`config.mk`:
```
export PLATFORM = sky130hd
export DESIGN_NAME = alu_exec_ctrl
export DESIGN_NICKNAME = d
export VERILOG_FILES = /design/src/rtl/alu_exec_ctrl.sv
export SDC_FILE = /design/constraint.sdc
export NUM_CORES = 1
export LEC_CHECK = 0
export ABC_AREA = 1
export CAP_MARGIN = 20
export CORE_MARGIN = 2
export CORE_UTILIZATION = 31
export CTS_BUF_LIST = sky130_fd_sc_hd__clkbuf_16
export CTS_CLUSTER_SIZE = 24
export DETAILED_ROUTE_END_ITERATION = 10
export PLACE_DENSITY = 0.57
export REMOVE_ABC_BUFFERS = 1
export SLEW_MARGIN = 10
export SYNTH_ARGS = -nofsm -noshare
export SYNTH_HDL_FRONTEND = slang
export SYNTH_SLANG_ARGS = --single-unit
```
`constraint.sdc`:
```
create_clock -name clk -period 1.4 [get_ports clk]
set_input_delay 0.14 -clock clk [delete_from_list [all_inputs] [get_ports clk]]
set_output_delay 0.14 -clock clk [all_outputs]
set_load 0.005 [all_outputs]
```
`src/rtl/alu_exec_ctrl.sv`:
```
// ALU control decode + execute; ADD/SUB/SLL/AND in 1 cycle, optional iterative MUL in WIDTH cycles.
// Latency 1 (MUL: WIDTH); in_ready = idle && (!out_valid || out_ready). MUL enabled by `define ALU_MUL_EN.
module alu_exec_ctrl #(
    parameter int WIDTH  = 16,
    parameter int FUNC_W = 4
) (
    input  logic              clk,
    input  logic              rst_n,
    input  logic              in_valid,
    output logic              in_ready,
    input  logic [1:0]        alu_op,
    input  logic [FUNC_W-1:0] func,
    input  logic [WIDTH-1:0]  a,
    input  logic [WIDTH-1:0]  b,
    output logic              out_valid,
    input  logic              out_ready,
    output logic [WIDTH-1:0]  result,
    output logic              zero,
    output logic [2:0]        alu_ctl
);
    localparam int SH_W = $clog2(WIDTH);
    // func is compared against 4-bit codes, so widen narrow fields first
    localparam int FW   = (FUNC_W > 4) ? FUNC_W : 4;

    localparam logic [2:0] CTL_AND = 3'b000;
    localparam logic [2:0] CTL_ADD = 3'b010;
    localparam logic [2:0] CTL_SLL = 3'b011;
    localparam logic [2:0] CTL_MUL = 3'b100;
    localparam logic [2:0] CTL_SUB = 3'b110;

    logic [FW-1:0]    func_x;
    logic [2:0]       dec_ctl;
    logic [WIDTH-1:0] exec_res;
    logic             accept;

    assign func_x = FW'(func);
    assign accept = in_valid && in_ready;

    always_comb begin
        dec_ctl = CTL_AND;
        case (alu_op)
            2'b00: dec_ctl = CTL_ADD;
            2'b01: dec_ctl = CTL_SUB;
            2'b10: begin
                if (func_x == FW'(0))      dec_ctl = CTL_ADD;
                else if (func_x == FW'(1)) dec_ctl = CTL_SUB;
                else if (func_x == FW'(2)) dec_ctl = CTL_SLL;
                else if (func_x == FW'(3)) dec_ctl = CTL_AND;
`ifdef ALU_MUL_EN
                else if (func_x == FW'(4)) dec_ctl = CTL_MUL;
`endif
                else                       dec_ctl = CTL_AND;
            end
            default: dec_ctl = CTL_AND;
        endcase
    end

    always_comb begin
        exec_res = a & b;
        case (dec_ctl)
            CTL_ADD: exec_res = a + b;
            CTL_SUB: exec_res = a - b;
            CTL_SLL: exec_res = a << b[SH_W-1:0];
            default: exec_res = a & b;
        endcase
    end

`ifdef ALU_MUL_EN
    typedef enum logic {IDLE, MUL} state_t;

    state_t           state;
    logic [WIDTH-1:0] acc;
    logic [WIDTH-1:0] mcand;
    logic [WIDTH-1:0] mplier;
    logic [SH_W-1:0]  cnt;
    logic [WIDTH-1:0] acc_next;

    assign acc_next = acc + (mplier[0] ? mcand : '0);
    assign in_ready = (state == IDLE) && (!out_valid || out_ready);

    always_ff @(posedge clk or negedge rst_n) begin
        if (!rst_n) begin
            state     <= IDLE;
            out_valid <= 1'b0;
            result    <= '0;
            zero      <= 1'b0;
            alu_ctl   <= CTL_AND;
            acc       <= '0;
            mcand     <= '0;
            mplier    <= '0;
            cnt       <= '0;
        end else begin
            case (state)
                IDLE: begin
                    if (accept) begin
                        if (dec_ctl == CTL_MUL) begin
                            mcand     <= a;
                            mplier    <= b;
                            acc       <= '0;
                            cnt       <= '0;
                            out_valid <= 1'b0;
                            state     <= MUL;
                        end else begin
                            result    <= exec_res;
                            zero      <= (exec_res == '0);
                            alu_ctl   <= dec_ctl;
                            out_valid <= 1'b1;
                        end
                    end else if (out_valid && out_ready) begin
                        out_valid <= 1'b0;
                    end
                end
                MUL: begin
                    // shift-and-add, always WIDTH steps regardless of operand values
                    acc    <= acc_next;
                    mcand  <= mcand << 1;
                    mplier <= mplier >> 1;
                    cnt    <= cnt + SH_W'(1);
                    if (cnt == SH_W'(WIDTH - 1)) begin
                        result    <= acc_next;
                        zero      <= (acc_next == '0);
                        alu_ctl   <= CTL_MUL;
                        out_valid <= 1'b1;
                        state     <= IDLE;
                    end
                end
                default: state <= IDLE;
            endcase
        end
    end
`else
    assign in_ready = !out_valid || out_ready;

    always_ff @(posedge clk or negedge rst_n) begin
        if (!rst_n) begin
            out_valid <= 1'b0;
            result    <= '0;
            zero      <= 1'b0;
            alu_ctl   <= CTL_AND;
        end else if (accept) begin
            result    <= exec_res;
            zero      <= (exec_res == '0);
            alu_ctl   <= dec_ctl;
            out_valid <= 1'b1;
        end else if (out_valid && out_ready) begin
            out_valid <= 1'b0;
        end
    end
`endif

endmodule

```
==> run summary, run 1 <==
The initial core utilization is 0.322, and the total design power is 0.00422 W. For the final-report hold violation count, the log shows 0. 64 I/O pins were placed.

Number of distinct library cell variants in the gate-level netlist after synthesis: 32. On the final layout, the worst hold slack is 0.241 ns. Worst max-slew margin expressed relative to the limit: 0.624. Logic depth of the worst register-to-register path: 9. The sequential element share of the synthesized area was 0.166. Flop and latch count out of synthesis: 21. The logs give 2.94 nW for the total leakage power and 21.3 mm for the wire length of the first global-routing pass. The count of antenna-violating nets left after detailed routing is 0, and the average detailed-routed wire length per instance is 15.0 um. The setup slack after layout is -1.19 ns. Traced cell by cell, the critical path runs through buf_8 -> buf_6 -> nor2_4 -> nand2_4 -> buf_12 -> o31ai_4 -> buf_4 -> xnor2_2 -> inv_2 -> ha_4 -> nand2_1 -> nand2_1 -> nand3_1 -> nand2_1 -> a21oi_4 -> a21oi_2 -> nor2_1 -> nor2_1 -> nand2_1 -> nor2_1 -> nand3_1 -> nand2_1.

The mean cell area of the mapped netlist is 5.61 um^2. The most critical setup path has its endpoint at zero. After global routing the overflow that remains totals 0. From bottom edge to top edge, the die measures 105 um. In this run the cell area measured after placement is 4710 um^2. The worst register-to-register path has a setup slack of 0.04 ns.

For the pin with the worst max-slew slack, the measured transition is 0.561 ns. The detailed router finished its first iteration with 303 violations. The clock passes through at most 2 buffers. At the worst endpoint, the arrival time is 2.78 ns. The multi-input combinational cells in the finished layout cover a total of 2990 um^2. The critical register-to-register path startpoint is out_valid.

The share of layout cells above drive strength 1 was 0.418; the count of yosys warnings during synthesis was 0. The region available for standard cell placement spans 9820 um^2. For this design, the sink count on the clock tree is 21. Together, buffers and inverters on the worst path number 5.

The run gives 0 as the number of antenna violations at the first check in global routing. The congestion estimate from routability-driven global placement came to 0.952. The overall die area was 11000 um^2. The kind of cell adding the most delay to the critical path was simple AND/OR/NAND/NOR gates.

The flow ran to the end, but the final reports show violations. For the number of pins exceeding their max-slew limit in the final report, the log shows 0. Required time reported for the critical path endpoint: 1.59 ns.

The share of flip-flops with an asynchronous set or reset after synthesis is 1.00, and the length of the first detailed-routing pass in iterations is 5. The clock slew at the register clock pins of the worst setup and hold paths was 0.05 ns; the minimum setup slack after placement was -2.01 ns. For the detailed-route via count, the log shows 4422. The synthesized design contains 0 enable-type register cells. The largest fanout on the critical path came out at 4. The design area is 5860 um^2, and the diode insertion count for antenna repair is 0. Detailed placement finished with a half-perimeter wire length of 10.6 mm. Master cell of the clock root buffer: sky130_fd_sc_hd__clkbuf_16. In this run, CTS created clock tree buffers numbering 3.

For the total global routing track utilization, the log shows 0.237. The type of the worst setup path is in -> reg. The most numerous cell type found on the critical path is sky130_fd_sc_hd__nand2_1.

The final reports fail on negative setup slack. The shortest period the worst path allows is 2.59 ns. The endpoint type of the worst setup path was a flip-flop. The net total in the final layout came out at 823. Setup violations remaining at the end of the flow were counted as 17.

Setup repair after global routing could not meet its margin everywhere. For the worst-skew pair, the clock arrives at the later sink with an insertion delay of 0.25 ns. Dividing total power by cell area gives a power density of 721 nW/um^2.

Using the TritonRoute via totals, the vias-per-cell ratio works out to 4.95. The number of standard-cell rows in the floorplan was 36; the number of global-route vias before repair was 4364. Synthesis produced a netlist whose cell count is 564.

Reported max-cap violation count: 0. IR analysis of the VDD net gives a maximum drop of 0.000598 V. TritonCTS built the clock tree. The final wirelength is 13.4 mm, and the number of filler instances in the final layout is 952.

The terminus of the critical flop-to-flop path is zero. The die width is 105 um. The worst hold path belongs to the class in -> async.

Flip-flop cell with the highest count after synthesis: sky130_fd_sc_hd__dfrtp_1. The area growth from synthesis to layout is 85.3%. The maximum level of the CTS H-tree came out at 1. In this design, the stage delay of the slowest critical-path cell is 0.31 ns. On the final layout, the worst clock skew is 0.00139 ns.

Entering global routing, the biggest net connects 26 pins. The part of the cycle the worst path needs was 1.85. The tools report the critical path launch point as b[1]. The slowest stage of the critical path is the sky130_fd_sc_hd__ha_4 cell. The critical path runs through a total of 22 cells. The post-synthesis cell area was 3160 um^2. In this run the tool buffered the top-level ports with 63 buffer cells. The tools report the count of unresolved DRC violations after routing as 0. The worst setup path is launched from an input port.

The area of all sequential standard cells was 526 um^2. Fmax: 386 MHz.
-- through the flow --
| step | cells | util | TNS (ns) |
|---|---|---|---|
| final | 894 | 0.597 | -13.39 |
| after global routing | 894 | 0.597 | -15.62 |
| after CTS | 884 | 0.553 | -12.61 |
| after detailed placement | 859 | 0.480 | -27.49 |
| after global placement | 859 | 0.480 | -26.66 |
| after floorplan | 549 | - | -11.65 |
-- cell families (layout without fill, tap and decap cells) --
family	after synthesis	in the layout	share of synthesized area
flip-flops	21	21	0.166
buffers and inverters	87	284	0.118
adder cells (fa/ha/maj)	19	19	0.0776
AND/OR/NAND/NOR	369	369	0.506
AO/OA/AOI/OAI	53	53	0.0906
XOR/XNOR	15	15	0.0415
-- placed cells by master (no fill, tap or decap), types with 3 or more instances in the layout --
master | synthesis | routed
sky130_fd_sc_hd__nor2_2 | 1 | 11
sky130_fd_sc_hd__xor2_1 | 11 | 9
sky130_fd_sc_hd__clkdlybuf4s50_1 | 0 | 45
sky130_fd_sc_hd__nand3_4 | 1 | 7
sky130_fd_sc_hd__nor3_2 | 0 | 3
sky130_fd_sc_hd__buf_8 | 0 | 4
sky130_fd_sc_hd__a21oi_4 | 0 | 3
sky130_fd_sc_hd__dlygate4sd2_1 | 0 | 3
sky130_fd_sc_hd__o21ai_0 | 19 | 14
sky130_fd_sc_hd__buf_6 | 4 | 24
sky130_fd_sc_hd__inv_1 | 66 | 47
sky130_fd_sc_hd__ha_2 | 0 | 4
sky130_fd_sc_hd__nor2_1 | 55 | 36
sky130_fd_sc_hd__a21oi_2 | 1 | 8
sky130_fd_sc_hd__clkbuf_16 | 0 | 3
sky130_fd_sc_hd__nand3_2 | 0 | 12
sky130_fd_sc_hd__a31oi_1 | 5 | 3
sky130_fd_sc_hd__buf_2 | 5 | 5
sky130_fd_sc_hd__nand2_2 | 4 | 34
sky130_fd_sc_hd__xnor2_2 | 0 | 3
sky130_fd_sc_hd__nand3_1 | 99 | 81
sky130_fd_sc_hd__nor2_4 | 3 | 12
sky130_fd_sc_hd__nand4_1 | 9 | 9
sky130_fd_sc_hd__nand2_4 | 0 | 16
sky130_fd_sc_hd__dfrtp_1 | 21 | 21
sky130_fd_sc_hd__ha_4 | 0 | 6
sky130_fd_sc_hd__inv_2 | 5 | 21
sky130_fd_sc_hd__inv_4 | 1 | 5
sky130_fd_sc_hd__ha_1 | 18 | 8
sky130_fd_sc_hd__a21oi_1 | 24 | 14
sky130_fd_sc_hd__nand2_1 | 187 | 141
sky130_fd_sc_hd__buf_4 | 2 | 122
-- worst min path at each step --
stage	start	endpoint	slack, ns	depth (start not counted)
global route	rst_n	result[13]	0.28	2
CTS	rst_n	result[14]	0.26	2
floorplan	rst_n	alu_ctl[0]	-0.16	0
global placement	result[1]	result[1]	0.46	2
finish	rst_n	result[11]	0.24	2
detailed placement	result[1]	result[1]	0.47	2
-- Yosys cell counts (all sizes together), types with 2 or more instances --
master / number / area [um^2]
a21oi: 25 / 129
a31oi: 5 / 31.3
buf: 11 / 85.1
clkbuf: 4 / 15.0
dfrtp: 21 / 526
ha: 18 / 225
inv: 72 / 273
nand2: 191 / 727
nand3: 100 / 513
nand3b: 2 / 15.0
nand4: 9 / 56.3
nor2: 59 / 246
nor3: 6 / 30.0
o21ai: 19 / 95.1
xnor2: 4 / 35.0
xor2: 11 / 96.3
-- layout make-up --
| cell class | instances | area share |
|---|---|---|
| Multi-Input combinational cell | 456 | 0.510 |
| Timing Repair Buffer | 208 | 0.310 |
| Sequential cell | 21 | 0.0897 |
| Inverter | 72 | 0.0483 |
| Tap cell | 133 | 0.0284 |
| Clock buffer | 3 | 0.0128 |
| Clock inverter | 1 | 0.000641 |
-- timing repair --
action,CTS,global route
hold buffers,0,0
endpoints found under the setup margin,18,17
buffers inserted,21,12
pin swaps,76,53
gates resized for setup,209,80
-- power by group --
group / switching, W / internal, W
Clock: 0.000192 / 0.000379
Sequential: 0.0000610 / 0.000718
Combinational: 0.00147 / 0.00140
-- registers in the layout, indices dropped and copies added (netlist names) --
register   cells
result        16
alu_ctl        3
out_valid      1
zero           1
-- per-layer routing --
metal,track usage,share of wire,vias up
met3,0.0231,0.050,25
met2,0.424,0.51,149
met1,0.305,0.42,2020
li1,-,-,2228
met4,0.0543,0.020,0
met5,0,0,-
No activity file was read; power rests on OpenSTA's default activity.
==> run 2: changes to the inputs <==
Settings changed: ABC_CLOCK_PERIOD_IN_PS set to 1400, CTS_BUF_LIST sky130_fd_sc_hd__clkbuf_16 to sky130_fd_sc_hd__clkbuf_4 sky130_fd_sc_hd__clkbuf_8.
==> run 2 against run 1 <==
Compared with the run above: wire length down 0.32%; critical path depth shrank 1; die area unchanged; sequential share of layout area rose by 0.16 points; clock-buffer cell count grew 1; the flow still finishes with violations (negative setup slack); cell count grew 0.11%; setup slack gained 0.0050 ns; final area fell by 1.7%; hold slack got worse by 0.011 ns.
==> run summary, run 2 (synthesized netlist as in run 1, its figures left out) <==
The register with the most flip-flops is result. After detailed routing, the average wire length per cell comes to 14.9 um. STA classifies the critical path startpoint as an input port. In the routed design, unresolved DRC markers number 0.

Clock tree skew after final layout: 0.00503 ns. Leaving out fill and tap cells, the most frequent cell in the layout is sky130_fd_sc_hd__nand2_1. The die is 105 um wide. The count of nets left with antenna violations once routing finished came out at 0.

Across all hold checks on the routed design, the worst slack comes to 0.230 ns. Clock slew at the register clock pins of the worst setup and hold paths: 0.07 ns. The wire length of the first global-routing pass came out at 21.2 mm. The tools report the maximum level of the CTS H-tree as 1.

The type of the worst setup path is in -> reg. The number of clock buffers added by TritonCTS is 3. For this design the top-level I/O count stands at 64. The number of hold buffers added after CTS was 0. Number of standard-cell rows in the floorplan: 36.

The die covers 11000 um^2. Entering global routing, the biggest net connects 26 pins. Setup violations remaining at the end of the flow were counted as 17.

The largest registers in the layout are result: 16 flops, alu_ctl: 3 flops. The top cell types in the final layout, fill and taps aside, are 148 x sky130_fd_sc_hd__nand2_1, 123 x sky130_fd_sc_hd__buf_4, 81 x sky130_fd_sc_hd__nand3_1. The logs give 0 for the global-route congestion overflow total and 0 for the reported max-cap violation count. At the end of routability-driven placement, the weighted congestion stood at 0.952.

After filler insertion, the fill cell instance count of the layout stands at 964. Data on the critical path is required at its endpoint by 1.60 ns. The total leakage power was 2.90 nW.

The tools report the detailed-route via count as 4461. The total design power was 0.00399 W; the area added between synthesis and finish was 82.1%. At the pin with the least slew margin, the transition time is 0.539 ns.

The number of antenna diodes in the final layout is 0. The number of pins exceeding their max-slew limit in the final report came out at 0. The checks that failed: negative setup slack. For the maximum resistive drop on vdd, the log shows 0.000382 V. The run gives 10.6 mm as the post-DP HPWL.

For this run, the top clock speed supported by timing is 386 MHz. The setup slack after layout is -1.19 ns. In the routed layout, each cell is associated on average with a via count of 4.98. The flow ran to the end, but the final reports show violations. The tools report the total global routing track utilization as 0.236.

TritonCTS built the clock tree. The register with the most flip-flops in the layout has 16 of them. The first TritonRoute pass finished after 5 iterations. In this run the deepest clock path goes through 2 buffers.

Floorplan core area: 9820 um^2. The die is 105 um tall. For the initial core utilization, the log shows 0.322. The share of layout cells above drive strength 1 is 0.408. In this run the critical register-to-register path is captured at zero. After detailed routing, the total wire length is 13.4 mm. The largest fanout on the critical path is 4, and the logic depth of the worst register-to-register path is 9. The worst setup slack for register-to-register paths is 0.05 ns.

After routing, the total negative slack on setup checks comes to -13.54 ns. In this run the power density over the cells is 693 nW/um^2. For the count of clock tree sinks, the log shows 21. The DRC marker count from the first detailed-route iteration came out at 333. Endpoint type of the worst setup path: a flip-flop. Worst hold path class: in -> async. The worst max-slew margin expressed relative to the limit was 0.639.

The tools report the final-report hold violation count as 0. The run gives 0 as the number of antenna violations at the first check in global routing. CTS placed an instance of sky130_fd_sc_hd__clkbuf_8 at the clock tree root.

The shortest period the worst path allows is 2.59 ns, and the net total in the final layout is 824. The number of input and output port buffers inserted came out at 63. The part of the cycle the worst path needs was 1.85. In this run the critical register-to-register path is launched from out_valid. Setup repair after global routing could not meet its margin everywhere.

The later pin in the worst-skew pair is clocked with a latency of 0.25 ns. Worst endpoint data arrival time: 2.79 ns. The run gives 4364 as the number of global-route vias before repair.
run 2: cell count changes in the layout (fill, tap and decap cells not counted), sizes merged:
cell,delta
buf,+1
clkbuf,+1
inv,-1
run 2: worst max path at each step:
stage / start / end / depth (start not counted)
after floorplan: b[1] / zero / 20
after global placement: b[0] / zero / 21
after detailed placement: b[0] / zero / 21
after CTS: b[5] / zero / 20
after global routing: b[1] / zero / 22
final: b[1] / zero / 21
run 2: final cells by class:
class / count / area (um^2) / area share
multi-input combinational: 456 / 2920 / 0.507
inverter: 72 / 283 / 0.0491
clock buffer: 4 / 48.8 / 0.00847
timing repair buffer: 209 / 1820 / 0.316
tap: 133 / 166 / 0.0289
sequential: 21 / 526 / 0.0913
run 2: repair_timing:
action | in CTS | in global routing
buffers inserted | 21 | 12
hold endpoints to repair | 0 | 0
resized for setup | 203 | 75
pin swaps | 75 | 54
setup endpoints to repair | 18 | 17
run 2: metal layers:
metal / vias up / global-route usage / wire [um]
met1: 2031 / 0.303 / 5620
met2: 170 / 0.417 / 6660
met4: 0 / 0.0638 / 315
li1: 2232 / - / -
met3: 28 / 0.0268 / 760
met5: - / 0 / 0
run 2: critical path: stages:
cell and delay (ns):
sky130_fd_sc_hd__buf_8 0.10, sky130_fd_sc_hd__buf_6 0.11, sky130_fd_sc_hd__nor2_4 0.11, sky130_fd_sc_hd__nand2_4 0.10
sky130_fd_sc_hd__buf_12 0.14, sky130_fd_sc_hd__o31ai_4 0.29, sky130_fd_sc_hd__buf_4 0.17, sky130_fd_sc_hd__xnor2_2 0.11
sky130_fd_sc_hd__inv_2 0.07, sky130_fd_sc_hd__ha_4 0.31, sky130_fd_sc_hd__nand2_4 0.07, sky130_fd_sc_hd__nor3_4 0.18
sky130_fd_sc_hd__and2_1 0.16, sky130_fd_sc_hd__nand2_2 0.07, sky130_fd_sc_hd__a21oi_2 0.11, sky130_fd_sc_hd__nor2_1 0.05
sky130_fd_sc_hd__nor2_1 0.15, sky130_fd_sc_hd__nand2_1 0.07, sky130_fd_sc_hd__nor2_1 0.11, sky130_fd_sc_hd__nand3_1 0.10
sky130_fd_sc_hd__nand2_1 0.07
run 2: metrics by stage:
step / worst slack, ns / cells / util / instance area [um^2]
6_report: -1.19 / 895 / 0.586 / 5760
5_1_grt: -1.27 / 895 / 0.586 / 5760
3_3_place_gp: -1.97 / 859 / 0.480 / 4710
2_1_floorplan: -1.20 / 549 / - / 3060
4_1_cts: -1.07 / 884 / 0.547 / 5380
3_5_place_dp: -2.01 / 859 / 0.480 / 4710
run 2: power by group:
| group | total [W] | switching, W | internal [W] |
|---|---|---|---|
| Sequential | 0.000778 | 0.0000611 | 0.000717 |
| Combinational | 0.00281 | 0.00143 | 0.00138 |
| Clock | 0.000399 | 0.000177 | 0.000222 |
==> run 3: changes to the inputs <==
Settings changed: TNS_END_PERCENT set to 100.
==> results of run 3 <==
No change in the layout: final DEF, timing and power equal those of run 2.
